## src/rtl/lc3_pkg.sv

```systemverilog
// Shared LC-3 definitions: word size, register count, NZP bit positions and
// the condition-code helper used by writeback and the branch unit.
package lc3_pkg;

    localparam int LC3_WORD_W = 16;
    localparam int LC3_NREG   = 8;

    // Bit positions inside the 3-bit {N,Z,P} condition-code vector
    localparam int CC_N = 2;
    localparam int CC_Z = 1;
    localparam int CC_P = 0;

    // Exactly one bit of the result is set for any word
    function automatic logic [2:0] cc_from_word(input logic [LC3_WORD_W-1:0] word);
        logic [2:0] cc;
        cc       = '0;
        cc[CC_N] = word[LC3_WORD_W-1];
        cc[CC_Z] = (word == '0);
        cc[CC_P] = !word[LC3_WORD_W-1] && (word != '0);
        return cc;
    endfunction

endpackage

```

## src/rtl/lc3_sb_counter.sv

```systemverilog
// One scoreboard entry: saturating up/down count of in-flight writes.
//   clk, rst   : clock, synchronous active-high reset
//   inc_i      : an instruction targeting this register was issued
//   dec_i      : a write to this register is retiring
//   flush_i    : clear the count (caller already masks inc/dec under flush)
//   cnt_o      : current in-flight count
//   err_o      : combinational, this cycle overflows or underflows the count
module lc3_sb_counter #(
    parameter int CNT_W = 2
) (
    input  logic             clk,
    input  logic             rst,
    input  logic             inc_i,
    input  logic             dec_i,
    input  logic             flush_i,
    output logic [CNT_W-1:0] cnt_o,
    output logic             err_o
);

    localparam logic [CNT_W-1:0] CNT_MAX = '1;

    logic [CNT_W-1:0] cnt_q, cnt_d;

    always_comb begin
        cnt_d = cnt_q;
        err_o = 1'b0;
        if (flush_i) begin
            cnt_d = '0;
        end else if (inc_i && !dec_i) begin
            if (cnt_q == CNT_MAX) err_o = 1'b1;
            else                  cnt_d = cnt_q + 1'b1;
        end else if (dec_i && !inc_i) begin
            if (cnt_q == '0) err_o = 1'b1;
            else             cnt_d = cnt_q - 1'b1;
        end
        // inc and dec together: paired, count unchanged, never an error
    end

    always_ff @(posedge clk) begin
        if (rst) cnt_q <= '0;
        else     cnt_q <= cnt_d;
    end

    assign cnt_o = cnt_q;

endmodule

```

## src/rtl/lc3_regfile_sb.sv

```systemverilog
// LC-3 register file with write-to-read bypass, per-register pending-write
// scoreboard and NZP condition codes.
//   clk, rst               : clock, synchronous active-high reset
//   wr_en/wr_addr/wr_data  : writeback port; wr_cc also updates nzp
//   rd1_*/rd2_*            : combinational read ports with busy (RAW) flags
//   issue_en/issue_dr      : decode issued a writer of issue_dr
//   issue_full             : issue_dr counter saturated, decode must stall
//   flush                  : squash all in-flight writes
//   nzp                    : registered {N,Z,P}
//   sb_err                 : sticky scoreboard overflow/underflow
module lc3_regfile_sb
    import lc3_pkg::*;
#(
    parameter  int DATA_W = LC3_WORD_W,
    parameter  int NREG   = LC3_NREG,
    parameter  int CNT_W  = 2,
    parameter  bit BYPASS = 1'b1,
    localparam int AW     = $clog2(NREG)
) (
    input  logic              clk,
    input  logic              rst,
    input  logic              wr_en,
    input  logic [AW-1:0]     wr_addr,
    input  logic [DATA_W-1:0] wr_data,
    input  logic              wr_cc,
    input  logic [AW-1:0]     rd1_addr,
    output logic [DATA_W-1:0] rd1_data,
    output logic              rd1_busy,
    input  logic [AW-1:0]     rd2_addr,
    output logic [DATA_W-1:0] rd2_data,
    output logic              rd2_busy,
    input  logic              issue_en,
    input  logic [AW-1:0]     issue_dr,
    output logic              issue_full,
    input  logic              flush,
    output logic [2:0]        nzp,
    output logic              sb_err
);

    localparam logic [CNT_W-1:0] CNT_MAX = '1;
    localparam logic [CNT_W-1:0] CNT_ONE = CNT_W'(1);

    logic [NREG-1:0][DATA_W-1:0] regs_q;
    logic [NREG-1:0][CNT_W-1:0]  cnt;
    logic [NREG-1:0]             cnt_err;
    logic [2:0]                  nzp_q, nzp_d;
    logic                        sb_err_q;

    // Scoreboard entries; flush masks the inc/dec strobes so a squashed
    // write neither decrements nor reports underflow.
    for (genvar i = 0; i < NREG; i++) begin : g_sb
        logic inc, dec;
        assign inc = issue_en && !flush && (issue_dr == AW'(i));
        assign dec = wr_en    && !flush && (wr_addr  == AW'(i));
        lc3_sb_counter #(.CNT_W(CNT_W)) u_cnt (
            .clk     (clk),
            .rst     (rst),
            .inc_i   (inc),
            .dec_i   (dec),
            .flush_i (flush),
            .cnt_o   (cnt[i]),
            .err_o   (cnt_err[i])
        );
    end

    // Generic-width NZP so DATA_W need not match the LC-3 word size
    always_comb begin
        nzp_d       = '0;
        nzp_d[CC_N] = wr_data[DATA_W-1];
        nzp_d[CC_Z] = (wr_data == '0);
        nzp_d[CC_P] = !wr_data[DATA_W-1] && (wr_data != '0);
    end

    always_ff @(posedge clk) begin
        if (rst) begin
            regs_q   <= '0;
            nzp_q    <= 3'b010;
            sb_err_q <= 1'b0;
        end else begin
            if (wr_en) begin
                regs_q[wr_addr] <= wr_data;
                if (wr_cc) nzp_q <= nzp_d;
            end
            sb_err_q <= sb_err_q | (|cnt_err);
        end
    end

    logic hit1, hit2;
    assign hit1 = BYPASS && wr_en && (wr_addr == rd1_addr);
    assign hit2 = BYPASS && wr_en && (wr_addr == rd2_addr);

    assign rd1_data = hit1 ? wr_data : regs_q[rd1_addr];
    assign rd2_data = hit2 ? wr_data : regs_q[rd2_addr];

    // The final outstanding write arriving this cycle is already bypassed
    assign rd1_busy = (cnt[rd1_addr] != '0) && !(hit1 && cnt[rd1_addr] == CNT_ONE);
    assign rd2_busy = (cnt[rd2_addr] != '0) && !(hit2 && cnt[rd2_addr] == CNT_ONE);

    assign issue_full = (cnt[issue_dr] == CNT_MAX);
    assign nzp        = nzp_q;
    assign sb_err     = sb_err_q;

endmodule

```

## config.mk

```make
export PLATFORM = sky130hd
export DESIGN_NAME = lc3_regfile_sb
export DESIGN_NICKNAME = d
export VERILOG_FILES = /design/src/rtl/lc3_pkg.sv /design/src/rtl/lc3_sb_counter.sv /design/src/rtl/lc3_regfile_sb.sv
export SDC_FILE = /design/constraint.sdc
export NUM_CORES = 1
export LEC_CHECK = 0
export CORE_MARGIN = 2
export CORE_UTILIZATION = 50
export CTS_BUF_LIST = sky130_fd_sc_hd__clkbuf_16
export DETAILED_ROUTE_END_ITERATION = 6
export PLACE_DENSITY = 0.71
export SETUP_SLACK_MARGIN = 0.5
export SLEW_MARGIN = 20
export SYNTH_ARGS = -nofsm -noshare
export SYNTH_HDL_FRONTEND = slang
export SYNTH_SLANG_ARGS = --single-unit
```

## constraint.sdc

```tcl
create_clock -name clk -period 5.6 [get_ports clk]
set_input_delay 1.68 -clock clk [delete_from_list [all_inputs] [get_ports clk]]
set_output_delay 1.68 -clock clk [all_outputs]
set_load 0.02 [all_outputs]
```

==> results_dict.tcl <==
set metrics [dict create \
    leakagePower_nw 3.54 \
    yosysTopAreaCell "dfxtp_1" \
    drc 0 \
    clock_skew_ns 0.0113 \
    crit_required_ns 3.92 \
    synthArstFlopShare 0 \
    gp_congestion 0.885 \
    synth.ff_latch_count 148 \
    ant_nets 0 \
    grt_pass1_vias 7328 \
    dieWidth_um 132 \
    grt_pass1_wl_mm 40.6 \
    cts_buffer_depth 2 \
    vias 7752 \
    n_antenna_cell 0 \
    setup_viol 0 \
    grt_max_degree 97 \
    startpoint "rd1_addr[0]" \
    core_area_um2 16000 \
    hpwl_mm 17.0 \
    path_delay_family "multiplexers" \
    dp_cells 1212 \
    fmax_mhz 199 \
    pwr_density_cell_nw_per_um2 267 \
    syn_avg_cell_area_um2 8.44 \
    drt-total-wl_mm 26.1 \
    top_layer "met4" \
    root_buffer "clkbuf_16" \
    path_buf_inv 3 \
    insertion_delay_ns 0.43 \
    crit_arrival_ns 3.36 \
    grt-ovfl-total 0 \
    synth_top_cell_area_share 0.360 \
    num_io_pins 73 \
    avgViaCountPerCell 6.23 \
    ys_warn_count 0 \
    start_kind "input pin" \
    h-tree-depth 4 \
    clkTransAtPathRegs_ns 0.06 \
    area_growth_pct 19.4 \
    grt_usage 0.301 \
    crit_path_end_kind "output port" \
    firstDrtPassIters 5 \
    cts_hold_buffers 0 \
    relSlewSlack 0.194 \
    route.met3.wl_mm 2.36 \
    cts_sinks 148 \
    slowest_stage "mux4_2" \
    fin_nets 1050 \
    synth_cell_types 43 \
    dpl_worst_slack_ns 0.210 \
    syn_area_um2 8220 \
    hold_path_class "flop to flop" \
    stdcell_count 1245 \
    critPathMaxFanout 15 \
    wl_met2_mm 12.4 \
    port_buffers 72 \
    start_util 0.514 \
    ys.flop_type "dfxtp_1" \
    rsz0062_at_grt "no" \
    synth_area_leaders "dfxtp_1 36%, mux4_2 20%, nand2_1 13%, a21oi_1 11%, mux2i_1 3.9%" \
    period_share 0.899 \
    reg2reg_slack_ns 4.25 \
    drive_gt1_frac 0.154 \
    fin_area_um2 9820 \
    min_period_ns 5.04 \
    cts_tree "yes" \
    drv_cap 0 \
    post_cts.repair.setup_buffers 0 \
    cpPeakStageDelay_ns 0.55 \
    drtIter0Drc 907 \
    numCtsBuffers 17 \
    regToRegStartpoint "g_sb[1].u_cnt.cnt_o[0]" \
    placed_cell_area_um2 9220 \
    holdWs_ns 0.465 \
    worstSetupPathType "input pin to output port" \
    met1_length_mm 10.7 \
    status "completed" \
    synth_edf_count 0 \
    fillers 1447 \
    synth_nets 1009 \
    hold_violations 0 \
    die-area_um2 17500 \
    slew_viol_final 0 \
    setup_tns_ns 0 \
    antenna_found_initial 0 \
    cp_cell_sequence "buf_2, buf_12, mux4_2, mux2i_2, a21oi_1, dlygate4sd2_1" \
    fp.dieH_um 132 \
    finalWorstSetupSlack_ns 0.564 \
    wl_per_cell_um 21.0 \
    worst_ir_drop_vdd_mv 0.225 \
    hold_start "nzp[1]" \
    ys_seq_area_frac 0.360 \
    postSynthCellCount 975 \
    num_rows 46 \
    worst_slew_pin_slew_ns 1.21 \
]
[sequential cells by signal, summed over array words and instances, names as in the netlist]
name	count
regs_q	128
g_sb.u_cnt.cnt_o	16
nzp	3
sb_err	1
[layer usage]
metal  vias to the layer above  global-route usage
met5                         -                   0
met4                         0               0.128
met3                        61              0.0561
met2                       405               0.480
met1                      3752               0.405
li1                       3534                   -
[metrics by stage]
step                power (mW)  utilization
floorplan                 1.31            -
global placement          1.45        0.576
detailed placement        1.46        0.576
CTS                       2.62        0.614
global route              2.69        0.614
finish                    2.62        0.614
[synthesized netlist by cell type, drive strengths merged, types with 2 or more instances]
master   instances
a2111o           2
a211o            4
a211oi           2
a21oi          181
a311o            2
buf             16
clkbuf          74
dfxtp          148
inv              6
mux2i           32
mux4            73
nand2          283
nand2b           4
nand3           19
nand4            3
nor2            44
nor2b            5
nor3             8
nor4             5
o2111ai          2
o211a            2
o211ai           5
o21a             7
o21ai           22
o22ai            2
o311ai           2
o32ai            2
or2              2
xnor2            6
[final timing paths]
kind / end / depth (start not counted)
max: rd1_data[15] / 6
max reg2reg: sb_err / 4
min reg2reg: nzp[1] / 1
min: nzp[1] / 1
[report_power, final]
part           internal, mW  switching, mW  leakage [nW]
clock                 0.705          0.483         0.293
combinational         0.134          0.206          2.05
sequential             1.07         0.0157          1.20
[worst register-to-register path, stage by stage, from the launching register on]
cell and delay, ns:
dfxtp_1 0.47, or2_2 0.17, o22ai_1 0.07, nor4_1 0.30, a41oi_1 0.16
[cells in the final DEF (no fill, tap or decap), types with 3 or more instances in the layout]
| master | Yosys | layout |
|---|---|---|
| mux4_2 | 73 | 73 |
| nor4_1 | 5 | 5 |
| o211ai_1 | 5 | 5 |
| nor3_1 | 8 | 6 |
| dfxtp_1 | 148 | 148 |
| clkdlybuf4s50_1 | 0 | 26 |
| nor2b_1 | 5 | 5 |
| o21a_1 | 7 | 7 |
| xnor2_1 | 6 | 6 |
| a21oi_1 | 181 | 181 |
| a211o_1 | 4 | 4 |
| clkinvlp_4 | 0 | 3 |
| mux2i_1 | 32 | 31 |
| nand2b_1 | 4 | 4 |
| bufinv_16 | 0 | 3 |
| buf_2 | 15 | 4 |
| nor2_2 | 0 | 3 |
| clkbuf_16 | 0 | 17 |
| nand4_1 | 3 | 3 |
| inv_1 | 6 | 7 |
| nor2_1 | 44 | 41 |
| o21ai_0 | 22 | 22 |
| dlymetal6s2s_1 | 0 | 3 |
| buf_4 | 0 | 34 |
| inv_6 | 0 | 3 |
| nand3_1 | 19 | 19 |
| nand2_1 | 283 | 283 |
| dlygate4sd2_1 | 0 | 38 |
| buf_12 | 0 | 6 |
[logic make-up (layout without fill, tap and decap cells)]
logic type,Yosys count,count (layout),synth area share
XOR/XNOR,6,6,0.00639
multiplexers,105,105,0.239
AND/OR/NAND/NOR,379,379,0.186
buffers and inverters,96,150,0.0461
AO/OA/AOI/OAI,241,241,0.162
flip-flops,148,148,0.360
[repair_timing]
item                       CTS  global route
resized for setup           39             4
setup endpoints to repair   35             6
cloned                       1             0
[area by class of cell]
class / count / area (µm²) / share of cell area
clock buffers: 17 / 425 / 0.0433
clock inverters: 15 / 181 / 0.0185
inverters: 6 / 22.5 / 0.00229
multi-input cells: 731 / 4900 / 0.499
flip-flops and latches: 148 / 2960 / 0.302
well taps: 216 / 270 / 0.0275
repair buffers: 112 / 1050 / 0.107
No activity file was read; power rests on OpenSTA's default activity.
